<file path="src/rtl/pipeline_pkg.sv">
// -----------------------------------------------------------------------------
// pipeline_pkg
// Shared definitions for the pipeline hazard controller: the controller state
// encoding, the default data-memory timeout and the wait counter width.
// No ports (package).
// -----------------------------------------------------------------------------
package pipeline_pkg;

    // Controller states. The encoding is fixed so other tools that decode
    // the state register see the same values.
    typedef enum logic [1:0] {
        RUN      = 2'd0,
        MEM_WAIT = 2'd1,
        ERROR    = 2'd2
    } hazard_state_t;

    // Default number of consecutive MEM_WAIT cycles before giving up.
    localparam int MEM_TIMEOUT_DEFAULT = 64;

    // Wide enough for the largest legal timeout (255).
    localparam int WAIT_CNT_W = 8;

endpackage

</file>
<file path="src/rtl/mem_wait_timer.sv">
// -----------------------------------------------------------------------------
// mem_wait_timer
// Counts consecutive data-memory wait cycles and flags when the count has
// reached MEM_TIMEOUT-1, i.e. the last cycle the memory is allowed to respond.
// Ports:
//   clk      in  rising-edge clock
//   clear    in  synchronous clear of the wait counter (has priority)
//   enable   in  count this cycle as a wait cycle
//   expired  out counter equals MEM_TIMEOUT-1
// -----------------------------------------------------------------------------
module mem_wait_timer
    import pipeline_pkg::*;
#(
    parameter int MEM_TIMEOUT = MEM_TIMEOUT_DEFAULT
) (
    input  logic clk,
    input  logic clear,
    input  logic enable,
    output logic expired
);

    logic [WAIT_CNT_W-1:0] wait_count;

    // The counter stops once it reaches its terminal value; the controller
    // leaves MEM_WAIT at that point, which clears it again.
    always_ff @(posedge clk) begin
        if (clear) begin
            wait_count <= '0;
        end else if (enable && !expired) begin
            wait_count <= wait_count + WAIT_CNT_W'(1);
        end
    end

    assign expired = (wait_count == WAIT_CNT_W'(MEM_TIMEOUT - 1));

endmodule

</file>
<file path="src/rtl/pipeline_hazard_ctrl.sv">
// -----------------------------------------------------------------------------
// pipeline_hazard_ctrl
// Hazard controller for a 5-stage pipeline: load-use stalls, branch/jump
// flushes and data-memory wait freezes with a timeout that ends in a sticky
// error state (left only by reset).
// Optional feature macro: HAZARD_PERF_CNT_EN adds saturating stall and flush
// performance counters.
// Ports:
//   clk, reset            clock, synchronous active-high reset
//   rs_ID, rt_ID          source registers of the instruction in ID
//   MemRead_EX            instruction in EX is a load
//   Write_register_EX     destination register of the instruction in EX
//   BranchTaken, Jump_ID  control transfer resolved in ID
//   mem_req_MEM           instruction in MEM accesses data memory
//   mem_ready             data memory completes the access this cycle
//   PC_write, IFID_write  PC and IF/ID enables
//   IDEX_bubble           zero the ID/EX control fields
//   IF_Flush              turn the IF/ID contents into a NOP
//   pipe_freeze           hold ID/EX, EX/MEM and MEM/WB
//   mem_error             sticky memory-timeout flag
//   stall_cycles          (HAZARD_PERF_CNT_EN) cycles with PC_write=0
//   flush_count           (HAZARD_PERF_CNT_EN) cycles with IF_Flush=1
// -----------------------------------------------------------------------------
module pipeline_hazard_ctrl
    import pipeline_pkg::*;
#(
    parameter int MEM_TIMEOUT = MEM_TIMEOUT_DEFAULT
) (
    input  logic        clk,
    input  logic        reset,
    input  logic [4:0]  rs_ID,
    input  logic [4:0]  rt_ID,
    input  logic        MemRead_EX,
    input  logic [4:0]  Write_register_EX,
    input  logic        BranchTaken,
    input  logic        Jump_ID,
    input  logic        mem_req_MEM,
    input  logic        mem_ready,
    output logic        PC_write,
    output logic        IFID_write,
    output logic        IDEX_bubble,
    output logic        IF_Flush,
    output logic        pipe_freeze,
    output logic        mem_error
`ifdef HAZARD_PERF_CNT_EN
    ,
    output logic [15:0] stall_cycles,
    output logic [15:0] flush_count
`endif
);

    hazard_state_t state;
    hazard_state_t state_next;
    logic          mem_wait;
    logic          load_use;
    logic          timer_expired;

    // A memory wait only counts while the controller is still live; once in
    // ERROR the freeze comes from the state itself.
    assign mem_wait = ((state == RUN) || (state == MEM_WAIT)) && mem_req_MEM && !mem_ready;

    // Register 0 is hard-wired to zero, so a load targeting it never creates
    // a real dependency.
    assign load_use = MemRead_EX && (Write_register_EX != 5'd0) &&
                      ((Write_register_EX == rs_ID) || (Write_register_EX == rt_ID));

    // The timer runs only inside MEM_WAIT, so it always starts from zero on
    // the first MEM_WAIT cycle.
    mem_wait_timer #(
        .MEM_TIMEOUT (MEM_TIMEOUT)
    ) u_timer (
        .clk     (clk),
        .clear   (reset || (state != MEM_WAIT)),
        .enable  (mem_wait),
        .expired (timer_expired)
    );

    // Next-state logic. Leaving MEM_WAIT when the wait ends is checked before
    // the timeout so a response on the final allowed cycle still succeeds.
    always_comb begin
        state_next = state;
        case (state)
            RUN: begin
                if (mem_wait) begin
                    state_next = MEM_WAIT;
                end
            end
            MEM_WAIT: begin
                if (!mem_wait) begin
                    state_next = RUN;
                end else if (timer_expired) begin
                    state_next = ERROR;
                end
            end
            ERROR: begin
                state_next = ERROR;
            end
            default: begin
                state_next = RUN;
            end
        endcase
    end

    // State register; reset abandons any wait or error.
    always_ff @(posedge clk) begin
        if (reset) begin
            state <= RUN;
        end else begin
            state <= state_next;
        end
    end

    // Output decode in priority order: reset, ERROR, freeze, load-use, flush,
    // normal. Holding IF/ID during a stall keeps the branch/jump in ID, so a
    // suppressed flush naturally reappears on the first unstalled cycle.
    always_comb begin
        PC_write    = 1'b1;
        IFID_write  = 1'b1;
        IDEX_bubble = 1'b0;
        IF_Flush    = 1'b0;
        pipe_freeze = 1'b0;
        mem_error   = 1'b0;
        if (reset) begin
            PC_write    = 1'b0;
            IFID_write  = 1'b0;
            IDEX_bubble = 1'b1;
        end else if (state == ERROR) begin
            PC_write    = 1'b0;
            IFID_write  = 1'b0;
            pipe_freeze = 1'b1;
            mem_error   = 1'b1;
        end else if (mem_wait) begin
            PC_write    = 1'b0;
            IFID_write  = 1'b0;
            pipe_freeze = 1'b1;
        end else if (load_use) begin
            PC_write    = 1'b0;
            IFID_write  = 1'b0;
            IDEX_bubble = 1'b1;
        end else if (BranchTaken || Jump_ID) begin
            IF_Flush    = 1'b1;
        end
    end

`ifdef HAZARD_PERF_CNT_EN
    // Saturating performance counters. Stall cycles are any cycles where the
    // PC is held; reset cycles are excluded because reset clears them.
    always_ff @(posedge clk) begin
        if (reset) begin
            stall_cycles <= 16'd0;
            flush_count  <= 16'd0;
        end else begin
            if (!PC_write && (stall_cycles != 16'hFFFF)) begin
                stall_cycles <= stall_cycles + 16'd1;
            end
            if (IF_Flush && (flush_count != 16'hFFFF)) begin
                flush_count <= flush_count + 16'd1;
            end
        end
    end
`endif

endmodule
</file>
<file path="config.mk">
export PLATFORM = sky130hd
export DESIGN_NAME = pipeline_hazard_ctrl
export DESIGN_NICKNAME = d
export VERILOG_FILES = /design/src/rtl/pipeline_pkg.sv /design/src/rtl/mem_wait_timer.sv /design/src/rtl/pipeline_hazard_ctrl.sv
export SDC_FILE = /design/constraint.sdc
export NUM_CORES = 1
export LEC_CHECK = 0
export ABC_CLOCK_PERIOD_IN_PS = 2070
export CAP_MARGIN = 20
export CORE_MARGIN = 3
export CORE_UTILIZATION = 43
export CTS_BUF_LIST = sky130_fd_sc_hd__clkbuf_4 sky130_fd_sc_hd__clkbuf_8
export DETAILED_ROUTE_END_ITERATION = 8
export GPL_ROUTABILITY_DRIVEN = 0
export HOLD_SLACK_MARGIN = 0.1
export PLACE_DENSITY_LB_ADDON = 0.12
export SLEW_MARGIN = 30
export SYNTH_ARGS = -nofsm -noshare
export SYNTH_HDL_FRONTEND = slang
export SYNTH_SLANG_ARGS = --single-unit
</file>
<file path="constraint.sdc">
create_clock -name clk -period 2.07 [get_ports clk]
set_input_delay 0.207 -clock clk [delete_from_list [all_inputs] [get_ports clk]]
set_output_delay 0.207 -clock clk [all_outputs]
set_load 0.05 [all_outputs]
</file>
# Word-level counts from Yosys, hierarchy flattened
# Cells that the tools add are included.
dict set report word_totals {
  wordCells 47
  output_inout_bits 6
  reg_bits 10
}
dict set report classes {
  n_addsub 1
  n_reduce_logical 14
  n_mux 22
  eq_ne 8
}
# cell count
set ops {}
lappend ops {{2-to-1 mux 1 bit} 18}
lappend ops {{equality test 5 bit} 2}
lappend ops {{adder 8 x 1 -> 8 bit (second input constant)} 1}
lappend ops {{equality test 8 x 6 -> 1 bit (second input constant)} 1}
lappend ops {{2-to-1 mux 2 bit} 3}
lappend ops {{case mux 2 bit (3 select lines)} 1}
lappend ops {{logical AND 1 bit} 5}
lappend ops {{nonzero test 5 bit} 1}
lappend ops {{logical OR 1 bit} 4}
lappend ops {{!= test 2 x 1 -> 1 bit (second input constant)} 2}
lappend ops {{!= test 3 bit (second input constant)} 1}
lappend ops {{equality test 2 x 1 -> 1 bit (second input constant)} 1}
lappend ops {{equality test 2 bit (second input constant)} 1}
lappend ops {{logical NOT 1 bit} 2}
lappend ops {{logical NOT 2 bit} 1}
lappend ops {{AND reduction 2 bit} 1}

# Longest topological paths before layout
dict set report logic_depth {
  ltp_word 7
  depth_mapped 5
}

# By module
# Synthesis repeated with hierarchy kept, for this count alone.
dict set report hier_totals {
  hier_cells 82
  area_unflattened_um2 693.2
}
# mod n_inst area_per_inst_um2 cells_per_inst
set modules_own_cells {}
lappend modules_own_cells {mem_wait_timer 1 421.7 47}
lappend modules_own_cells {pipeline_hazard_ctrl 1 271.5 35}

# Worst setup path after synthesis
# OpenSTA, ideal clock, no wires.
dict set report synth_timing {
  path_type {input to output}
  startpoint {input Write_register_EX[1]}
  endpoint {output PC_write}
  arrival_ns 2.570
  path_buffers 1
  cell_stages 4
  required_ns 1.863
  slack_ns -0.707
  path_cell_list {or4_1 -> o21a_1 -> a211oi_1 -> buf_4}
}
dict set report synth_between {
  elab_chain_len 7
}
# element line_no
set synth_rtl {}
lappend synth_rtl {{start: declaration} pipeline_hazard_ctrl.sv:34} ;# input logic [4:0] Write_register_EX,
lappend synth_rtl {{equality test 5 bit / nonzero test 5 bit (equally long branches)} {pipeline_hazard_ctrl.sv:65, pipeline_hazard_ctrl.sv:64}}
lappend synth_rtl {{logical OR 1 bit / logical AND 1 bit (equally long branches)} {pipeline_hazard_ctrl.sv:65, pipeline_hazard_ctrl.sv:64}}
lappend synth_rtl {{logical AND 1 bit (*)} pipeline_hazard_ctrl.sv:64} ;# assign load_use = MemRead_EX && (Write_register_EX != 5'd0) &&
lappend synth_rtl {{2-to-1 mux 1 bit (*) (4 in a row)} n/a}
lappend synth_rtl {{end: declaration} pipeline_hazard_ctrl.sv:39} ;# output logic PC_write,
# Every way passes the cells marked *; elsewhere a longest branch is shown, timed or not.

# Worst setup path after layout
dict set report layout_timing {
  startpoint {input Write_register_EX[4]}
  endpoint {output IFID_write}
}
dict set report layout_between {
  elab_chain_len 7
}
# element line_no
set layout_rtl {}
lappend layout_rtl {{equality test 5 bit / nonzero test 5 bit (equally long branches)} {pipeline_hazard_ctrl.sv:65, pipeline_hazard_ctrl.sv:64}}
lappend layout_rtl {{logical OR 1 bit / logical AND 1 bit (equally long branches)} {pipeline_hazard_ctrl.sv:65, pipeline_hazard_ctrl.sv:64}}
lappend layout_rtl {{logical AND 1 bit (*)} pipeline_hazard_ctrl.sv:64}
lappend layout_rtl {{2-to-1 mux 1 bit (*)} pipeline_hazard_ctrl.sv:136} ;# end else if (load_use) begin
lappend layout_rtl {{2-to-1 mux 1 bit (*)} pipeline_hazard_ctrl.sv:132} ;# end else if (mem_wait) begin
lappend layout_rtl {{2-to-1 mux 1 bit (*)} pipeline_hazard_ctrl.sv:127} ;# end else if (state == ERROR) begin
lappend layout_rtl {{2-to-1 mux 1 bit (*)} pipeline_hazard_ctrl.sv:123} ;# if (reset) begin
lappend layout_rtl {{end: declaration} pipeline_hazard_ctrl.sv:40} ;# output logic IFID_write,
# Marked as above.

==> reports/summary.txt <==
pin count of the biggest net entering global routing = 9
Worst Path Arrival = 1.74 ns
fin nets = 140
f_max = 512 MHz
# IOs = 28
Yosys reg bits = 10
Worst VDD drop = 0.409 mV
WL/cell = 13.8 microns
placed wire-length estimate = 1.50 mm
mapped cell area = 679 sq um
Vias per Instance = 5.65
Worst slew margin = 76.4%
Max-Cap Viols = 0
RR Endpoint = u_timer.wait_count[3]
row count = 13
Setup Viol. Count Final = 0
max incr delay on CP = 0.52 ns
Worst Hold Class = reg2reg
Crit Path Class = in2out
Yosys cell types = 30
root buf cell = clkbuf_4
endpoints failing hold = 0
period utilisation layout = 94.3%
initial DRC count = 7
RSZ-0062 raised after global routing = false
Synth Warn # = 0
worst setup path end = IFID_write
post-layout minimum cycle time = 1.95 ns
Worst EP required = 1.86 ns
final setup TNS = 0 ns
Core Footprint = 1380 sq um
critical-path maximum fanout = 3
ANT cells = 0
reg-to-reg startpoint = u_timer.wait_count[0]
CTS tree = done
DR DRC count = 0
clk sink count = 10
clock-pin slew on the worst setup and hold paths = 0.06 ns
H-tree Lvls = 1
Cells after Synth = 79
worst reg2reg path depth = 6
CTS max path bufs = 2
CP Launch Type = input pin
vias = 734
CP Depth = 5
Buffers & Inverters on Critical Path = 2
die height = 45.8 microns
layout cell share with drive strength beyond 1 = 20.9%
worst-skew pair later-pin latency = 0.27 ns
synthesis-to-layout area growth = 59.9%
DIE WIDTH = 45.8 microns
Power Density = 441 nW/um^2
final wirelength = 1.80 mm
Syn Area/Cell = 8.60 sq um
worst-path cell chain = dlygate4sd2_1 > or4_1 > o21a_1 > a211oi_4 > buf_12
Static Leak = 0.000390 uW
First-pass DRT Iterations = 4
Die ar. = 2090 sq um
critical path capture point type = output port
initial antenna violation count = 0
final slew viol count = 0
part of the Yosys area used for sequential elements = 29.5%
Initial Util = 49.1%
WHS = 0.501 ns
CP startpoint = Write_register_EX[4]
Tightest Pin Transition = 0.353 ns
flop-to-flop setup slack = 0.44 ns
total grt overflow = 0
CP top delay family = compound AO/OA/AOI/OAI gates
# port buffers = 27
first-pass GRT wire length = 2.99 mm
status = completed
number of global-route vias before repair = 679
total clock buffers created by CTS = 3
worst clock skew = 0.00855 ns
GRT Total Usage = 19.5%
antenna-violating nets left = 0
post-synth net total = 102
Crit-path slowest cell = or4_1
==> state kept, by name, indices dropped and copies added (netlist names) <==
register,flops
state,2
u_timer.wait_count,8
==> cell usage after synthesis <==
cell	instances	area share, %
o22ai_1	1	0.92
nor3b_1	2	2.2
a2111oi_2	1	2.2
nor2_1	8	4.4
a21oi_1	6	4.4
ha_1	1	1.8
buf_4	1	1.1
a41o_2	1	1.7
clkbuf_1	1	0.55
or3_1	1	0.92
o311a_1	1	1.5
xnor2_1	16	21
nand3_1	6	4.4
and2_1	1	0.92
nand2_1	5	2.8
o41ai_1	1	1.3
and4_1	1	1.3
or4_1	2	2.2
inv_1	1	0.55
dfxtp_1	10	29
o21a_1	1	1.1
o21ai_0	1	0.74
or3b_2	1	1.3
buf_6	1	1.7
nor3_1	1	0.74
nand4_1	1	0.92
or2b_1	1	1.1
or3b_4	1	1.7
nor4b_2	1	2.2
a211oi_1	3	3.3
==> layer usage <==
layer	GRT usage [%]	vias up	part of all wire, %
met5	0	-	0
met4	1.70	0	0.11
met3	7.11	2	6.9
met2	32.3	26	51
met1	25.2	341	42
li1	-	365	-
==> through the flow <==
step / total power (uW) / std cells / worst slack [ns] / util (%) / cell area [sq um]
CTS: 489 / 130 / 0.00392 / 78.2 / 1080
finish: 479 / 130 / 0.118 / 78.6 / 1090
floorplan: 268 / 79 / 0.0455 / - / 692
global route: 506 / 130 / 0.0280 / 78.6 / 1090
detailed placement: 356 / 127 / -0.0475 / 76.7 / 1060
global placement: 353 / 127 / -0.0404 / 76.7 / 1060
==> cell usage in the layout (no fill, tap or decap) <==
cell type / Yosys / final
xnor2_1: 16 / 16
dfxtp_1: 10 / 10
a41o_2: 1 / 1
ha_1: 1 / 1
o22ai_1: 1 / 1
a21oi_1: 6 / 6
o21a_1: 1 / 1
nor3b_1: 2 / 2
nand2_1: 5 / 5
nor2_1: 8 / 8
inv_1: 1 / 1
and2_1: 1 / 1
a2111oi_2: 1 / 1
dlygate4sd2_1: 0 / 2
o311a_1: 1 / 1
o21ai_0: 1 / 1
buf_4: 1 / 11
nor4b_2: 1 / 1
clkdlybuf4s50_1: 0 / 17
a211oi_1: 3 / 2
a211oi_4: 0 / 1
nand4_1: 1 / 1
nor3_1: 1 / 1
dlymetal6s2s_1: 0 / 2
or4_1: 2 / 2
or3b_4: 1 / 1
and4_1: 1 / 1
clkbuf_4: 0 / 3
or3_1: 1 / 1
or2b_1: 1 / 1
or3b_2: 1 / 1
o41ai_1: 1 / 1
buf_12: 0 / 4
nand3_1: 6 / 6
==> worst min-delay path by stage <==
stage	from	end	slack, ns	depth (start not counted)
5_1_grt	state[0]	state[0]	0.54	1
2_1_floorplan	reset	state[1]	0.28	1
4_1_cts	state[0]	state[0]	0.50	1
6_report	u_timer.wait_count[5]	u_timer.wait_count[5]	0.50	2
3_5_place_dp	state[0]	state[0]	0.49	1
3_3_place_gp	state[0]	state[0]	0.46	1
==> power by group <==
| part | internal [uW] | switching [uW] | total, uW |
|---|---|---|---|
| clock network | 67.0 | 63.3 | 130 |
| registers | 193 | 1.10 | 195 |
| logic | 88.1 | 66.2 | 154 |
| total | 349 | 131 | 479 |
==> layout make-up <==
type                            instances  area [sq um]
Sequential cell                        10           200
Inverter                                1          3.75
Clock buffer                            3          22.5
Multi-Input combinational cell         65           465
Timing Repair Buffer                   36           375
Tap cell                               15          18.8
Fill cell                             102           297
==> worst min-delay path, cell delays in order (launching register included) <==
cell,delay (ns)
dfxtp_1,0.33
o41ai_1,0.07
a21oi_1,0.06
==> kinds of logic (layout without fill, tap and decap cells) <==
| group | count (synthesis) | after routing | share of synthesized area, % |
|---|---|---|---|
| flops | 10 | 10 | 29.5 |
| simple gates | 32 | 32 | 27.1 |
| xor+xnor | 16 | 16 | 20.6 |
| fa+ha+maj | 1 | 1 | 1.84 |
| compound gates | 16 | 16 | 17.1 |
| buf+inv | 4 | 40 | 3.87 |
==> what timing repair did <==
action | in CTS | in global routing
buffers inserted | 0 | 0
hold buffers | 0 | 0
setup endpoints to repair | 2 | 3
hold endpoints to repair | 0 | 0
pin swaps | 3 | 3
gates resized for setup | 2 | 2
(Power assumes the default switching activity.)
